$ cat config.mk
export PLATFORM = sky130hd
export DESIGN_NAME = mem_port_arbiter
export DESIGN_NICKNAME = d
export VERILOG_FILES = /design/src/rtl/mem_port_arbiter.sv
export SDC_FILE = /design/constraint.sdc
export NUM_CORES = 1
export LEC_CHECK = 0
export ABC_AREA = 1
export BUFFER_PORTS_ARGS = -buffer_cell sky130_fd_sc_hd__buf_2
export CORE_MARGIN = 1
export CORE_UTILIZATION = 50
export DETAILED_ROUTE_END_ITERATION = 10
export PLACE_DENSITY_LB_ADDON = 0.12
export SYNTH_ARGS = -nofsm -noshare
export SYNTH_HDL_FRONTEND = slang
export SYNTH_SLANG_ARGS = --single-unit
$ cat constraint.sdc
create_clock -name clk_i -period 2.19 [get_ports clk_i]
set_clock_uncertainty 0.2 [all_clocks]
set_input_delay 0.657 -clock clk_i [delete_from_list [all_inputs] [get_ports clk_i]]
set_output_delay 0.657 -clock clk_i [all_outputs]
set_load 0.01 [all_outputs]
$ cat src/rtl/mem_port_arbiter.sv
// Shares one single-ported memory between I-side fetch and D-side load/store, one transaction
// in flight. D-side has priority, capped at MAX_D_STREAK back-to-back grants while I-side waits.
module mem_port_arbiter #(
    parameter int unsigned CORE         = 0,
    parameter int unsigned DATA_WIDTH   = 32,
    parameter int unsigned ADDRESS_BITS = 20,
    parameter int unsigned MAX_D_STREAK = 4
) (
    input  logic                    clk_i,
    input  logic                    rst_ni,
    input  logic                    i_req_i,
    input  logic [ADDRESS_BITS-1:0] i_addr_i,
    output logic                    i_ready_o,
    output logic                    i_valid_o,
    output logic [DATA_WIDTH-1:0]   i_data_o,
    input  logic                    d_read_i,
    input  logic                    d_write_i,
    input  logic [ADDRESS_BITS-1:0] d_addr_i,
    input  logic [DATA_WIDTH-1:0]   d_wdata_i,
    output logic                    d_ready_o,
    output logic                    d_valid_o,
    output logic [DATA_WIDTH-1:0]   d_rdata_o,
    output logic                    mem_req_o,
    output logic                    mem_we_o,
    output logic [ADDRESS_BITS-1:0] mem_addr_o,
    output logic [DATA_WIDTH-1:0]   mem_wdata_o,
    input  logic                    mem_ack_i,
    input  logic                    mem_rvalid_i,
    input  logic [DATA_WIDTH-1:0]   mem_rdata_i,
    output logic                    protocol_err_o,
    input  logic                    report_i,
    output logic                    report_o,
    output logic [31:0]             report_core_o,
    output logic [31:0]             i_grants_o,
    output logic [31:0]             d_grants_o,
    output logic [31:0]             conflict_cycles_o
);

    localparam int unsigned StreakW = $clog2(MAX_D_STREAK + 1);
    localparam logic [StreakW-1:0] StreakMax = StreakW'(MAX_D_STREAK);

    typedef enum logic [1:0] {StIdle, StReq, StResp} state_e;

    state_e              state_q;
    logic                owner_d_q;
    logic [StreakW-1:0]  d_streak_q;
    logic                report_q;
    logic [31:0]         i_grants_q;
    logic [31:0]         d_grants_q;
    logic [31:0]         conflict_q;

    logic                d_any;
    logic                i_starved;
    logic                grant_d;
    logic                grant_i;
    logic                conflict;
    logic                acked;
    logic [StreakW-1:0]  streak_inc;

    always_comb begin
        d_any      = d_read_i | d_write_i;
        i_starved  = i_req_i && (d_streak_q == StreakMax);
        grant_d    = d_any && !i_starved;
        grant_i    = !grant_d && i_req_i;
        conflict   = i_req_i && d_any;
        streak_inc = (d_streak_q == StreakMax) ? d_streak_q : d_streak_q + 1'b1;
        acked      = (state_q == StReq) && mem_ack_i;
    end

    assign i_ready_o         = acked && !owner_d_q;
    assign d_ready_o         = acked && owner_d_q;
    assign report_o          = report_i && !report_q;
    assign report_core_o     = CORE;
    assign i_grants_o        = i_grants_q;
    assign d_grants_o        = d_grants_q;
    assign conflict_cycles_o = conflict_q;

    always_ff @(posedge clk_i or negedge rst_ni) begin
        if (!rst_ni) begin
            state_q        <= StIdle;
            owner_d_q      <= 1'b0;
            d_streak_q     <= '0;
            report_q       <= 1'b0;
            i_grants_q     <= '0;
            d_grants_q     <= '0;
            conflict_q     <= '0;
            mem_req_o      <= 1'b0;
            mem_we_o       <= 1'b0;
            mem_addr_o     <= '0;
            mem_wdata_o    <= '0;
            i_valid_o      <= 1'b0;
            d_valid_o      <= 1'b0;
            i_data_o       <= '0;
            d_rdata_o      <= '0;
            protocol_err_o <= 1'b0;
        end else begin
            i_valid_o <= 1'b0;
            d_valid_o <= 1'b0;
            report_q  <= report_i;
            if (conflict) begin
                conflict_q <= conflict_q + 32'd1;
            end
            case (state_q)
                StIdle: begin
                    if (grant_d) begin
                        // Simultaneous read+write is resolved as a write and flagged.
                        owner_d_q   <= 1'b1;
                        mem_req_o   <= 1'b1;
                        mem_we_o    <= d_write_i;
                        mem_addr_o  <= d_addr_i;
                        mem_wdata_o <= d_wdata_i;
                        d_streak_q  <= i_req_i ? streak_inc : '0;
                        d_grants_q  <= d_grants_q + 32'd1;
                        if (d_read_i && d_write_i) begin
                            protocol_err_o <= 1'b1;
                        end
                        state_q <= StReq;
                    end else if (grant_i) begin
                        owner_d_q   <= 1'b0;
                        mem_req_o   <= 1'b1;
                        mem_we_o    <= 1'b0;
                        mem_addr_o  <= i_addr_i;
                        mem_wdata_o <= '0;
                        d_streak_q  <= '0;
                        i_grants_q  <= i_grants_q + 32'd1;
                        state_q     <= StReq;
                    end
                end
                StReq: begin
                    if (mem_ack_i) begin
                        mem_req_o <= 1'b0;
                        state_q   <= mem_we_o ? StIdle : StResp;
                    end
                end
                StResp: begin
                    if (mem_rvalid_i) begin
                        if (owner_d_q) begin
                            d_rdata_o <= mem_rdata_i;
                            d_valid_o <= 1'b1;
                        end else begin
                            i_data_o  <= mem_rdata_i;
                            i_valid_o <= 1'b1;
                        end
                        state_q <= StIdle;
                    end
                end
                default: state_q <= StIdle;
            endcase
        end
    end

endmodule

==> impl_metrics.json, run 1 <==
{
  "status": "complete, but fails checks",
  "violations": "negative setup slack",
  "grt_pass1_wl_um": 43850,
  "path_max_fanout": 4,
  "p_comb_frac": 0.307,
  "holdPathEnd": "report_q",
  "placed_area_mm2": 0.01250,
  "ir_drop_mv": 0.6579,
  "reg2reg_slack_ns": 0.17,
  "fin_crit_sh": 1.029,
  "stdcell_area_mm2": 0.01339,
  "boundaryPins": 364,
  "clk_pin_slew_ns": 0.06,
  "ant_nets": 0,
  "wire_per_inst_um": 14.69,
  "vias": 9175,
  "place_congestion": 0.8759,
  "instances_no_fill": 1854,
  "io_buffers": 331,
  "grt_max_degree": 66,
  "slew_violations": 0,
  "yosysWarnings": 0,
  "p_clk_frac": 0.280,
  "clockBufferDepth": 3,
  "ys_seq_area_frac": 0.5389,
  "placedCellCount": 1803,
  "nNetsFinal": 1682,
  "core_region_area_mm2": 0.02030,
  "rsz0062_at_grt": "true",
  "layout_common_cells": "329 x buf_2, 314 x nand2_1, 224 x dfrtp_1",
  "vias_per_cell": 4.949,
  "finalHoldViolations": 0,
  "worstPathRequired_ns": 1.33,
  "synth-seq-cells": 224,
  "cap_violations": 0,
  "first_pass_iters": 7,
  "critPathKind": "reg -> out",
  "cts-root-buf": "clkbuf_16",
  "area_delta_synth_final_pct": 28.76,
  "cts_sinks": 224,
  "layout-drive-gt1-share": 0.2767,
  "tritoncts": "done",
  "rows": 52,
  "cts_max_level": 1,
  "seqPwrFrac": 0.412,
  "rr_endpoint": "d_grants_o[21]",
  "overflow": 0,
  "r2r_start": "state_q[0]",
  "fmax_ghz": 0.4438,
  "numCtsBuffers": 25,
  "die_area_mm2": 0.02138,
  "critPathLaunchType": "flop",
  "p_int_mw": 9.610,
  "syn_inst": 1205,
  "endpoint_kind": "primary output",
  "layout_setup_ws_ns": -0.06321,
  "r2r_cells": 8,
  "die_w_um": 146.2,
  "grtUsageTotal": 0.2529,
  "syn_avg_cell_area_um2": 8.632,
  "drc_errors": 0,
  "sw_frac_of_total": 0.3428,
  "cp.arrival_ns": 1.40,
  "final_common_cell": "buf_2",
  "grt_pass1_vias": 8750,
  "drt_iter0_markers": 397,
  "clkLatencyLatePin_ns": 0.52,
  "hold_depth": 1,
  "syn_area_mm2": 0.01040,
  "start_util": 0.5124,
  "p_switching_mw": 5.012,
  "routed_wl_um": 27230,
  "fp.dieH_um": 146.2,
  "hold_class": "in -> reg",
  "place_hpwl_um": 20720,
  "finalSetupViolations": 2,
  "final.min_clock_period_ns": 2.253,
  "power_density_mw_per_mm2": 1092,
  "leakagePower_nw": 7.318,
  "antenna_found_initial": 2,
  "hp-start": "report_i",
  "synth.distinct_cells": 31
}
repair_timing:
action | 4_1_cts | 5_1_grt
pin swaps | 1 | 1
gates resized for setup | 8 | 2
hold endpoints to repair | 39 | 0
hold buffers | 1 | 0
setup buffers | 3 | 1
setup endpoints to repair | 2 | 9
Yosys cell counts (all sizes together):
cell type,n,area [µm²]
clkinv,1,3.750
a22o,32,280.3
clkbuf,17,63.81
buf,49,345.3
a21oi,1,8.760
nor3,17,90.09
xnor2,27,236.5
nand3b,17,127.6
a31o,1,8.760
o21ai,113,565.5
xor2,29,254.0
and3,2,12.51
nand2,314,1179
ha,5,62.56
dfrtp,224,5605
inv,143,536.8
nand3,68,350.3
conb,1,3.750
and2,1,6.260
nor2,116,489.2
o32ai,1,8.760
nand4,26,162.7
cells by family (layout without fill, tap and decap cells):
kind of cell,count (synthesis),in the layout,synth area share
other,1,33,0.0003605
adder cells (fa/ha/maj),5,5,0.006015
buffers and inverters,210,557,0.09130
flip-flops,224,224,0.5389
AND/OR/NAND/NOR,561,561,0.2324
XOR/XNOR,56,56,0.04716
AO/OA/AOI/OAI,148,148,0.08384
metrics by stage:
step | setup WS, ns | power, mW | hold WS [ns] | util | setup TNS [ns]
after floorplan | 0.3186 | 8.413 | 0.1614 | - | 0
after global placement | 0.05592 | 10.42 | 0.2551 | 0.6158 | 0
after detailed placement | -0.09278 | 10.55 | 0.2675 | 0.6158 | -0.3861
after CTS | -0.08534 | 14.77 | 0.04007 | 0.6590 | -0.1587
after global routing | -0.1249 | 15.53 | 0.04067 | 0.6596 | -0.2184
final | -0.06321 | 14.62 | 0.05875 | 0.6598 | -0.1048
routing by layer:
metal	vias to the layer above	global-route usage	routed length [µm]
li1	4507	-	-
met1	4292	0.3275	11440
met4	2	0.08542	774
met2	319	0.4283	13290
met3	55	0.04625	1704
met5	-	0	13
power groups by stage:
stage,clock [mW],sequential [mW],combinational (mW)
floorplan,0,6.56,1.86
global placement,0,6.03,4.39
detailed placement,0,6.06,4.49
CTS,4.19,6.02,4.56
global route,4.36,6.17,5.00
finish,4.10,6.03,4.49
critical path, cell delays in order (launching register included):
cell	delay, ns
dfrtp_1	0.38
inv_2	0.07
and3_4	0.18
inv_4	0.05
nor2_2	0.06
buf_2	0.14
cell type report:
cell class	count	area (µm²)
antenna	1	2.502
clock buffer	31	698.2
clock inverter	14	123.9
fill	1771	6907
sequential	224	5605
multi-input combinational	802	3988
timing repair buffer	368	2091
tap	270	337.8
inverter	144	546.8
sequential cells by signal, indices dropped and copies added, names as in the netlist, 2 cells and up:
| register | cells |
|---|---|
| conflict_cycles_o | 32 |
| d_grants_o | 32 |
| d_rdata_o | 32 |
| d_streak_q | 3 |
| i_data_o | 32 |
| i_grants_o | 32 |
| mem_addr_o | 20 |
| mem_wdata_o | 32 |
| state_q | 2 |
worst max path at each step:
stage | startpoint | end | slack, ns | cells past startpoint
3_5_place_dp | d_write_i | mem_addr_o[1] | -0.09 | 8
5_1_grt | state_q[1] | d_ready_o | -0.12 | 5
3_3_place_gp | i_req_i | mem_addr_o[3] | 0.06 | 7
6_report | state_q[1] | d_ready_o | -0.06 | 5
4_1_cts | state_q[1] | d_ready_o | -0.09 | 5
2_1_floorplan | mem_ack_i | d_ready_o | 0.32 | 3
Note: power is estimated with default switching activity, not from simulation.
==> run 2: changes to the inputs <==
- RECOVER_POWER: unset -> 50
==> run 2 against run 1 <==
The run still ends with negative setup slack left. Count of clock-buffer cells in the layout unchanged. Fmax hardly changed. Final cell count did not move. Worst setup slack barely moved. Die area unchanged. Wire length about the same. Critical path depth unchanged. Clock power hardly changed.
==> impl_metrics.json, run 2 (same netlist as run 1, synthesis figures left out) <==
{
  "final.min_clock_period_ns": 2.253,
  "drt_iter0_markers": 391,
  "cp.arrival_ns": 1.40,
  "rsz0062_at_grt": "true",
  "cts_max_level": 1,
  "die_area_mm2": 0.02138,
  "numCtsBuffers": 25,
  "crit_path_top_delay_cell": "dfrtp_1",
  "fp.dieH_um": 146.2,
  "hold_class": "in -> reg",
  "finalSetupViolations": 2,
  "status": "complete, but fails checks",
  "path_max_fanout": 4,
  "fin_crit_sh": 1.029,
  "die_w_um": 146.2,
  "finalHoldViolations": 0,
  "placedCellCount": 1803,
  "reg2reg_slack_ns": 0.17,
  "worst_pin_slew_ns": 1.258,
  "endpoint": "d_ready_o",
  "violations": "negative setup slack",
  "layout_common_cells": "330 x buf_2, 314 x nand2_1, 224 x dfrtp_1",
  "crit_chain": "inv_2 > and3_4 > inv_4 > nor2_2 > buf_2",
  "rows": 52,
  "path_buf_inv": 3,
  "clk_pin_slew_ns": 0.06,
  "critPathLaunchType": "flop",
  "cts-root-buf": "clkbuf_16",
  "wire_per_inst_um": 14.70,
  "worstPathRequired_ns": 1.33,
  "relSlewSlack": 0.1611,
  "overflow": 0,
  "area_delta_synth_final_pct": 28.51,
  "ant_nets": 0,
  "fmax_ghz": 0.4439,
  "setup.worst_path.start": "state_q[1]",
  "slowest_delay_ns": 0.38,
  "layout-drive-gt1-share": 0.2761,
  "boundaryPins": 364,
  "endpoint_kind": "primary output",
  "drc_errors": 0,
  "rr_endpoint": "d_grants_o[21]",
  "clkLatencyLatePin_ns": 0.52,
  "r2r_start": "state_q[0]",
  "cts_sinks": 224,
  "place_congestion": 0.8759,
  "layout_setup_ws_ns": -0.06301,
  "final_core_util": 0.6585,
  "clockBufferDepth": 3,
  "io_buffers": 331,
  "cap_violations": 0,
  "leakagePower_nw": 7.306,
  "grt_pass1_wl_um": 43850,
  "vias_per_cell": 4.955,
  "power_density_mw_per_mm2": 1094,
  "ir_drop_mv": 0.6587,
  "place_hpwl_um": 20720,
  "r2r_cells": 8,
  "routed_wl_um": 27250,
  "slew_violations": 0,
  "start_util": 0.5124,
  "worstSetupPathDepth": 5,
  "final_common_cell": "buf_2",
  "grt_pass1_vias": 8750,
  "first_pass_iters": 7,
  "fin_hold_ws_ns": 0.05835,
  "vias": 9187,
  "instances_no_fill": 1854,
  "grtUsageTotal": 0.2529,
  "tritoncts": "done",
  "antenna_found_initial": 2,
  "nNetsFinal": 1682,
  "grt_max_degree": 66,
  "critPathKind": "reg -> out",
  "core_region_area_mm2": 0.02030,
  "critPathTopFamily": "flip-flops"
}
## run 2: cell types whose count changed in the layout (fill, tap and decap cells not counted)
cell and delta:
buf_12 -1, buf_2 +1, buf_8 -1, clkbuf_1 +1
## run 2: power by group
part           switching [mW]  leakage, nW  internal, mW
clock                    1.71        0.397          2.40
sequential              0.720         2.85          5.31
combinational            2.59         4.06          1.90
## run 2: final cells by class
| class | instances | area, µm² |
|---|---|---|
| fillers | 1774 | 6933 |
| well taps | 270 | 337.8 |
| repair buffers | 368 | 2064 |
| clock buffers | 31 | 698.2 |
| inverters | 144 | 546.8 |
| multi-input cells | 802 | 3988 |
| clock inverters | 14 | 123.9 |
| flip-flops and latches | 224 | 5605 |
| diodes | 1 | 2.502 |
## run 2: how the worst min path moves through the flow
stage | cells past startpoint | endpoint | start
6_report | 1 | report_q | report_i
5_1_grt | 1 | report_q | report_i
4_1_cts | 1 | report_q | report_i
3_5_place_dp | 2 | i_data_o[31] | i_data_o[31]
3_3_place_gp | 2 | mem_req_o | mem_req_o
2_1_floorplan | 0 | conflict_cycles_o[0] | rst_ni
## run 2: timing repair
item / in CTS / in global routing
gates cloned: 0 / 0
endpoints found under the hold margin: 39 / 0
hold buffers: 1 / 0
pin swaps: 1 / 1
setup buffers: 3 / 1
endpoints found under the setup margin: 2 / 9
gates resized for setup: 8 / 2
## run 2: per-layer routing
metal  wire length [µm]  share of wire  vias up  global-route usage
met5                 13        0.00048        -                   0
met4                799          0.029        2             0.08542
met3               1741          0.064       59             0.04625
met2              13320           0.49      333              0.4283
met1              11370           0.42     4280              0.3275
li1                   -              -     4513                   -
## run 2: per-stage QoR
step                power, mW  TNS [ns]  setup WS, ns  cell area, µm²
finish                  14.62   -0.1044      -0.06301           13370
global route            15.53   -0.4618       -0.1249           13360
CTS                     14.77   -0.1587      -0.08534           13380
detailed placement      10.55   -0.3861      -0.09278           12500
global placement        10.42         0       0.05592           12500
floorplan               8.413         0        0.3186           10520
